[src/rtl/computedram_pkg.sv]
// Shared definitions for the ComputeDRAM command arbiter: controller states
// and default row/timing field widths.
package computedram_pkg;

  localparam int ROW_W_DEF = 10;
  localparam int TIM_W_DEF = 4;

  typedef enum logic [1:0] {
    IDLE  = 2'd0,
    ISSUE = 2'd1,
    GAP   = 2'd2
  } state_e;

endpackage

[src/rtl/computedram_rr_arb.sv]
// Two-way round-robin grant: with both requesters valid the one that did not
// win last time is chosen; a lone requester always wins.
module computedram_rr_arb (
  input  logic valid0,
  input  logic valid1,
  input  logic last_grant,
  output logic gnt_vld,
  output logic gnt_id
);

  always_comb begin
    gnt_vld = valid0 | valid1;
    gnt_id  = 1'b0;
    if (valid0 && valid1) begin
      gnt_id = ~last_grant;
    end else begin
      gnt_id = valid1;
    end
  end

endmodule

[src/rtl/computedram_arb.sv]
// ComputeDRAM command arbiter: round-robin between two requesters, issues one
// registered row-pair command at a time, then idles GAP_CYCLES cycles.
// Optional statistics counters are enabled with `define COMPUTEDRAM_ARB_STATS_EN.
module computedram_arb
  import computedram_pkg::*;
#(
  parameter int ROW_W      = ROW_W_DEF,
  parameter int TIM_W      = TIM_W_DEF,
  parameter int GAP_CYCLES = 4
) (
  input  logic             user_clk,
  input  logic             user_rst,
  input  logic             init_done,
  input  logic             s0_valid,
  output logic             s0_ready,
  input  logic [ROW_W-1:0] s0_r1,
  input  logic [ROW_W-1:0] s0_r2,
  input  logic [TIM_W-1:0] s0_t1,
  input  logic [TIM_W-1:0] s0_t2,
  input  logic             s1_valid,
  output logic             s1_ready,
  input  logic [ROW_W-1:0] s1_r1,
  input  logic [ROW_W-1:0] s1_r2,
  input  logic [TIM_W-1:0] s1_t1,
  input  logic [TIM_W-1:0] s1_t2,
  output logic [ROW_W-1:0] ComputeDRAM_R1,
  output logic [ROW_W-1:0] ComputeDRAM_R2,
  output logic [TIM_W-1:0] ComputeDRAM_T1,
  output logic [TIM_W-1:0] ComputeDRAM_T2,
  output logic             ComputeDRAM_vld,
  input  logic             ComputeDRAM_rdy,
  output logic             grant_id,
  output logic             busy,
  output logic             cmd_err
`ifdef COMPUTEDRAM_ARB_STATS_EN
  ,
  output logic [15:0]      stat_issued0,
  output logic [15:0]      stat_issued1,
  output logic [15:0]      stat_err
`endif
);

  // GAP_CYCLES = 0 still needs a legal one-bit counter even though it is never loaded
  localparam int CNT_W = (GAP_CYCLES > 0) ? $clog2(GAP_CYCLES + 1) : 1;
  localparam logic [CNT_W-1:0] GAP_LOAD =
    (GAP_CYCLES > 0) ? CNT_W'(GAP_CYCLES - 1) : CNT_W'(0);

  state_e           state;
  logic             last_grant;
  logic [CNT_W-1:0] gap_cnt;
  logic             gnt_vld;
  logic             gnt_id;
  logic             arb_en;
  logic             accept;
  logic             same_row;
  logic             handshake;
  logic [ROW_W-1:0] win_r1;
  logic [ROW_W-1:0] win_r2;
  logic [TIM_W-1:0] win_t1;
  logic [TIM_W-1:0] win_t2;

  computedram_rr_arb u_rr_arb (
    .valid0     (s0_valid),
    .valid1     (s1_valid),
    .last_grant (last_grant),
    .gnt_vld    (gnt_vld),
    .gnt_id     (gnt_id)
  );

  assign arb_en    = (state == IDLE) && init_done;
  assign accept    = arb_en && gnt_vld;
  assign s0_ready  = accept && !gnt_id;
  assign s1_ready  = accept && gnt_id;

  assign win_r1    = gnt_id ? s1_r1 : s0_r1;
  assign win_r2    = gnt_id ? s1_r2 : s0_r2;
  assign win_t1    = gnt_id ? s1_t1 : s0_t1;
  assign win_t2    = gnt_id ? s1_t2 : s0_t2;
  assign same_row  = (win_r1 == win_r2);

  assign handshake       = (state == ISSUE) && ComputeDRAM_rdy;
  assign ComputeDRAM_vld = (state == ISSUE);
  assign busy            = (state != IDLE);

  // Stage boundary: accept -> ISSUE register, ISSUE -> GAP countdown
  always_ff @(posedge user_clk or posedge user_rst) begin
    if (user_rst) begin
      state          <= IDLE;
      last_grant     <= 1'b1;
      grant_id       <= 1'b0;
      gap_cnt        <= '0;
      cmd_err        <= 1'b0;
      ComputeDRAM_R1 <= '0;
      ComputeDRAM_R2 <= '0;
      ComputeDRAM_T1 <= '0;
      ComputeDRAM_T2 <= '0;
    end else begin
      cmd_err <= accept && same_row;
      case (state)
        IDLE: begin
          if (accept) begin
            last_grant <= gnt_id;
            if (!same_row) begin
              ComputeDRAM_R1 <= win_r1;
              ComputeDRAM_R2 <= win_r2;
              ComputeDRAM_T1 <= win_t1;
              ComputeDRAM_T2 <= win_t2;
              grant_id       <= gnt_id;
              state          <= ISSUE;
            end
          end
        end
        ISSUE: begin
          if (handshake) begin
            if (GAP_CYCLES > 0) begin
              state   <= GAP;
              gap_cnt <= GAP_LOAD;
            end else begin
              state <= IDLE;
            end
          end
        end
        GAP: begin
          if (gap_cnt == '0) begin
            state <= IDLE;
          end else begin
            gap_cnt <= gap_cnt - CNT_W'(1);
          end
        end
        default: state <= IDLE;
      endcase
    end
  end

`ifdef COMPUTEDRAM_ARB_STATS_EN
  function automatic logic [15:0] sat_inc(input logic [15:0] v);
    return (v == 16'hFFFF) ? v : v + 16'd1;
  endfunction

  always_ff @(posedge user_clk or posedge user_rst) begin
    if (user_rst) begin
      stat_issued0 <= '0;
      stat_issued1 <= '0;
      stat_err     <= '0;
    end else begin
      if (handshake && !grant_id) stat_issued0 <= sat_inc(stat_issued0);
      if (handshake && grant_id)  stat_issued1 <= sat_inc(stat_issued1);
      if (accept && same_row)     stat_err     <= sat_inc(stat_err);
    end
  end
`endif

endmodule

[config.mk]
export PLATFORM = sky130hd
export DESIGN_NAME = computedram_arb
export DESIGN_NICKNAME = d
export VERILOG_FILES = /design/src/rtl/computedram_pkg.sv /design/src/rtl/computedram_rr_arb.sv /design/src/rtl/computedram_arb.sv
export SDC_FILE = /design/constraint.sdc
export NUM_CORES = 1
export LEC_CHECK = 0
export CAP_MARGIN = 20
export CORE_UTILIZATION = 35
export CTS_CLUSTER_DIAMETER = 120
export DETAILED_ROUTE_END_ITERATION = 6
export DONT_BUFFER_PORTS = 1
export SLEW_MARGIN = 20
export SYNTH_ARGS = -nofsm -noshare
export SYNTH_HDL_FRONTEND = slang
export SYNTH_SLANG_ARGS = --single-unit
[constraint.sdc]
create_clock -name user_clk -period 3.3 [get_ports user_clk]
set_input_delay 0.66 -clock user_clk [delete_from_list [all_inputs] [get_ports user_clk]]
set_output_delay 0.66 -clock user_clk [all_outputs]
set_load 0.02 [all_outputs]
==> metrics.yaml, run 1 <==
detailed_routing:
  wl_per_cell_um: 17.1
  drt-initial-drc-count: 80
  routed_wirelength_um: 5120
  viasPerCell: 5.03
  antenna_left: 0
  via_count: 1510
  drc: 0
  dr.pass1.iters: 4
sta:
  slew_headroom_pct: 49.0
  layout_setup_ws_ns: 0.761
  fmax_mhz: 394
  hold_slack_ns: 0.296
  layout_min_cycle_time_ns: 2.54
  fin_setup_tns_ns: 0
  hold_viol_final: 0
  drv_slew: 0
  finalSetupViolations: 0
  finClkSkew_ns: 0.00478
  fin_crit_sh_pct: 77.0
  worstMarginPinSlew_ns: 0.761
  rsz0062_at_grt: "false"
clocking:
  postCtsSetupRepairBufs: 0
  holdBufCountCts: 0
  cts.sinks: 36
  cts_tree: "yes"
  numCtsBuffers: 5
  clk_path_buf_depth: 2
  postCtsResizedCells: 0
  htreeDepth: 2
  path_clk_slew_ns: 0.07
  cts_root_buf: "clkbuf_8"
  clk_latency_ns: 0.29
synthesis:
  syn_nets: 288
  synth_top_family_by_area: "simple AND/OR/NAND/NOR gates"
  synth-warning-count: 0
  ys_ff_latch: 36
  synth_compound_area_share_pct: 7.67
  syn_area_um2: 2070
  syn-instance-count: 224
  yosys.area_share.simple_pct: 19.9
  yosysUniqueCellTypes: 35
  ys.flop_type: "dfrtp_1"
  synth_fa_ha_area_share_pct: 1.21
  synth-seq-area-share_pct: 43.5
  synth_edf_count: 0
  synth_xor_area_share_pct: 6.76
  synthArstFlopShare_pct: 100
  post_synth.cell_area_avg_um2: 9.25
  synthMuxAreaShare_pct: 16.8
finish:
  diodes: 0
  drive_above_1_share_pct: 20.2
  fin_nets: 291
  finalInstanceArea_um2: 2240
  area_growth_pct: 8.09
  layout_commonest_cell: "nand2_1"
  layout_common_cells: "86 x nand2_1, 35 x dfrtp_1, 19 x mux2_2, 14 x xnor2_1, 9 x mux2_4"
die:
  fp.dieH_um: 78.9
  placeableCoreArea_um2: 5610
  initial_utilization_pct: 36.9
  num_io_pins: 96
  chipWidth_um: 78.9
  num_rows: 27
  die_area_um2: 6230
setup_path:
  critPathBufInv: 0
  cp.required_ns: 2.64
  cpLargestDelayFamily: "simple AND/OR/NAND/NOR gates"
  cp-end-kind: "output pin"
  crit_type: "register to output pin"
  startpoint_type: "register"
  crit_chain: "or2_2, nor2_1, nand2_1, nor2_1"
  cp_slowest_cell: "dfrtp_1"
  crit_path_frequent_cell: "nor2_1"
  critical-path-max-stage-delay_ns: 0.44
  cp_max_fo: 8
  worstPathArrival_ns: 1.88
grt:
  grt_util_all_layers_pct: 17.7
  grt_pass1_wl_um: 8230
  grt_overflow: 0
  grt_pass1_vias: 1498
  grt_max_degree: 30
  antenna_found_initial: 0
placement:
  post-place-ws_ns: 0.496
  portBuffers: 0
  dp_hpwl_um: 4050
  gp_congestion: 0.780
  postPlaceCellArea_um2: 2150
flow_run:
  maxCapViolCount: 0
power_and_ir_drop:
  peakVddDrop_uv: 344
  p_leak_nw: 1.07
  p_per_area_nw_per_um2: 866
  power_mw: 1.94
hold_path:
  min_path_type: "input port to async pin"
status:
  status: "complete, no violations"
## stage by stage
step / utilization, % / std cells
after CTS: 39.9 / 300
final: 39.9 / 300
after floorplan: - / 224
after global placement: 38.3 / 292
after global routing: 39.9 / 300
after detailed placement: 38.3 / 292
## power by group
group          leakage [nW]  total (mW)  internal, mW  switching (mW)
clock                0.0455       0.322         0.170           0.152
sequential            0.434        1.04         0.655           0.390
combinational         0.590       0.574         0.305           0.268
total                  1.07        1.94          1.13           0.810
## worst reg2reg max path, stage by stage, from the launching register on
cell       delay, ns
dfstp_2         0.39
a21boi_2        0.51
a2111oi_2       0.11
a31o_2          0.26
o21ai_2         0.08
nor2b_4         0.27
buf_4           0.37
mux2_2          0.39
## flip-flops by register name, summed over array words and instances, names as in the netlist
name / flops
ComputeDRAM_R1: 10
ComputeDRAM_R2: 10
ComputeDRAM_T1: 4
ComputeDRAM_T2: 4
cmd_err: 1
gap_cnt: 3
grant_id: 1
last_grant: 1
state: 2
## final timing paths
check,from,slack (ns),to,cells after the start
min in group user_clk,gap_cnt[2],0.48,gap_cnt[2],1
hold reg to reg,gap_cnt[2],0.48,gap_cnt[2],1
setup / recovery,state[1],0.76,s0_ready,4
hold / removal,user_rst,0.30,ComputeDRAM_T2[2],1
max in group asynchronous,user_rst,2.31,last_grant,2
setup reg to reg,last_grant,0.80,ComputeDRAM_T1[1],7
## kinds of logic after synthesis
| family | after synthesis |
|---|---|
| mux | 28 |
| xor+xnor | 16 |
| buf+inv | 18 |
| flops | 36 |
| fa+ha+maj | 2 |
| compound gates | 22 |
| simple gates | 102 |
## layer usage
metal | GRT usage (%) | wire length, um | vias to the layer above
met3 | 6.55 | 553 | 8
met2 | 26.6 | 2340 | 65
met1 | 23.3 | 2180 | 697
met4 | 6.00 | 55 | 0
met5 | 0 | 0 | -
li1 | - | - | 740
## cells in the mapped netlist, types with 2 or more instances
library cell / n / area, um2
o21ai_0: 6 / 30.0
ha_1: 2 / 25.0
nor2b_1: 2 / 12.5
nand4_1: 2 / 12.5
nor2_1: 6 / 22.5
xor2_1: 2 / 17.5
nand2_1: 86 / 323
mux2_4: 9 / 135
inv_1: 9 / 33.8
a21oi_1: 3 / 15.0
clkbuf_1: 5 / 18.8
mux2_2: 19 / 214
xnor2_1: 14 / 123
a21o_1: 2 / 15.0
buf_6: 2 / 22.5
dfrtp_1: 35 / 876
a31oi_1: 2 / 12.5
## layout make-up
| cell class | instances | area [um2] |
|---|---|---|
| inverters | 9 | 33.8 |
| clock buffers | 8 | 90.1 |
| well taps | 72 | 90.1 |
| multi-input cells | 170 | 1090 |
| flip-flops and latches | 36 | 902 |
| fillers | 580 | 3370 |
| repair buffers | 5 | 37.5 |
Note: power is estimated with default switching activity, not from simulation.
==> run 2, diff against run 1 <==
clock period = 2.5 ns   (was 3.3 ns; I/O delays follow)
==> run 2 against run 1 <==
  * Register-to-register slack lost 0.43 ns
  * Core utilization grew 0.87 points
  * Critical endpoint unchanged
  * Final cell count grew 1.0%
  * Clock-buffer cell count shrank 3
  * Critical path depth is the same
==> metrics.yaml, run 2 (synthesis gave the netlist of run 1 again) <==
placement:
  postPlaceCellArea_um2: 2170  # +1.0%
  dp_hpwl_um: 4060  # +0.26%
  gp_congestion: 0.746  # -4.4%
  portBuffers: 0  # unchanged
  post-place-ws_ns: 0.284  # -0.212 ns
  numPlacedInstances: 295  # +1.0%
grt:
  grt_max_degree: 30  # unchanged
  grt_pass1_wl_um: 7880  # -4.3%
  grt_util_all_layers_pct: 17.3  # -0.40 points
  antenna_found_initial: 0  # unchanged
  grt_pass1_vias: 1512  # +0.93%
  grt_overflow: 0  # unchanged
detailed_routing:
  drc: 0  # unchanged
  routed_wirelength_um: 5170  # +0.80%
  via_count: 1513  # +0.20%
  antenna_left: 0  # unchanged
  viasPerCell: 4.99  # -0.79%
  drt-initial-drc-count: 130  # +63%
  wl_per_cell_um: 17.0  # -0.20%
  dr.pass1.iters: 4  # unchanged
finish:
  layout_commonest_cell: "nand2_1"
  fillCellCount: 576  # -0.69%
  layout_common_cells: "86 x nand2_1, 35 x dfrtp_1, 19 x mux2_2, 14 x xnor2_1, 9 x mux2_4"
  area_growth_pct: 10.4
  fin_nets: 294  # +1.0%
  multiInputGateArea_um2: 1090  # +0.46%
  seq_area_um2: 902  # unchanged
  drive_above_1_share_pct: 23.4  # +3.2 points
  fin_cells: 303  # +1.0%
  finalInstanceArea_um2: 2290  # +2.2%
  top_regs: "ComputeDRAM_R1 (10), ComputeDRAM_R2 (10)"
  diodes: 0  # unchanged
sta:
  fmax_mhz: 427
  fin_setup_tns_ns: 0  # unchanged
  worstMarginPinSlew_ns: 0.590  # -0.170 ns
  fin_crit_sh_pct: 93.8
  hold_slack_ns: 0.153  # -0.144 ns
  layout_setup_ws_ns: 0.156  # -0.604 ns
  rsz0062_at_grt: "false"
  slew_headroom_pct: 60.6  # +12 points
  drv_slew: 0  # unchanged
  finalSetupViolations: 0  # unchanged
  hold_viol_final: 0  # unchanged
  layout_min_cycle_time_ns: 2.34
  finClkSkew_ns: 0.00803  # +0.00325 ns
setup_path:
  worstPathArrival_ns: 1.84  # -0.04 ns
  cp_max_fo: 8  # unchanged
  crit_type: "register to output pin"
  cp.required_ns: 2.00  # -0.64 ns
  ff2ff_setup_slack_ns: 0.37  # -0.43 ns
  cp-end-kind: "output pin"
  startpoint_type: "register"
die:
  chipWidth_um: 78.9  # unchanged
  num_rows: 27  # unchanged
  die_area_um2: 6230  # unchanged
  fp.dieH_um: 78.9  # unchanged
  num_io_pins: 96  # unchanged
  placeableCoreArea_um2: 5610  # unchanged
  initial_utilization_pct: 36.9  # unchanged
clocking:
  htreeDepth: 2  # unchanged
  clk_path_buf_depth: 2  # unchanged
  path_clk_slew_ns: 0.08  # about the same
  cts_root_buf: "clkbuf_8"
  cts.sinks: 36  # unchanged
  clk_latency_ns: 0.29  # about the same
  numCtsBuffers: 5  # unchanged
  postCtsSetupRepairBufs: 0  # unchanged
  cts_tree: "yes"
power_and_ir_drop:
  peakVddDrop_uv: 534  # +55%
  p_per_area_nw_per_um2: 1160  # +34%
  p_leak_nw: 1.10  # +2.4%
flow_run:
  maxCapViolCount: 0  # unchanged
status:
  status: "complete, no violations"
hold_path:
  min_path_type: "input port to async pin"
-- run 2: cell types whose count changed in the layout (fill, tap and decap cells not counted) --
cell / previous run / this run
buf_4: 5 / 8
clkbuf_1: 2 / 0
nor2_1: 6 / 4
nor2_2: 0 / 2
bufinv_16: 0 / 1
clkbuf_8: 6 / 5
clkinv_1: 1 / 0
clkinv_2: 0 / 1
clkinvlp_4: 0 / 1
inv_2: 0 / 1
-- run 2: final timing paths --
kind,startpoint,to,cells past startpoint
worst max-delay path,state[1],s0_ready,4
min in group user_clk,ComputeDRAM_rdy,state[0],2
max in group asynchronous,user_rst,ComputeDRAM_T2[0],2
worst min-delay path,user_rst,ComputeDRAM_R1[8],1
worst max register to register,state[1],ComputeDRAM_R2[4],6
worst min register to register,gap_cnt[2],gap_cnt[2],1
-- run 2: routing by layer --
| layer | GRT usage, % | vias up | wire length (um) |
|---|---|---|---|
| li1 | - | 746 | - |
| met1 | 22.5 | 688 | 2210 |
| met2 | 25.9 | 72 | 2370 |
| met3 | 6.44 | 7 | 520 |
| met4 | 6.73 | 0 | 65 |
| met5 | 0 | - | 0 |
-- run 2: what timing repair did --
item                                    CTS  global route
endpoints found under the setup margin    0             1
hold buffers                              0             0
resized for setup                         0             2
-- run 2: stage by stage --
stage	power [mW]	utilization, %
after floorplan	1.97	-
after global placement	2.14	38.7
after detailed placement	2.17	38.7
after CTS	2.69	40.7
after global routing	2.81	40.8
final	2.65	40.8
-- run 2: worst max-delay path, cell delays in order, from the launching register on --
cell and delay, ns:
dfrtp_1 0.45, or2_2 0.41, nor2_1 0.15, nand2_1 0.21, nor2_2 0.34
-- run 2: power breakdown --
part | switching, mW | total [mW] | internal [mW]
Sequential | 0.505 | 1.37 | 0.864
Clock | 0.210 | 0.505 | 0.295
Combinational | 0.361 | 0.778 | 0.416
-- run 2: final cells by class --
type                       count  area share (%)
clock buffer                   5            3.01
clock inverter                 3            1.86
inverter                       9            1.48
multi-input combinational    170            47.7
sequential                    36            39.4
tap                           72            3.94
timing repair buffer           8            2.62
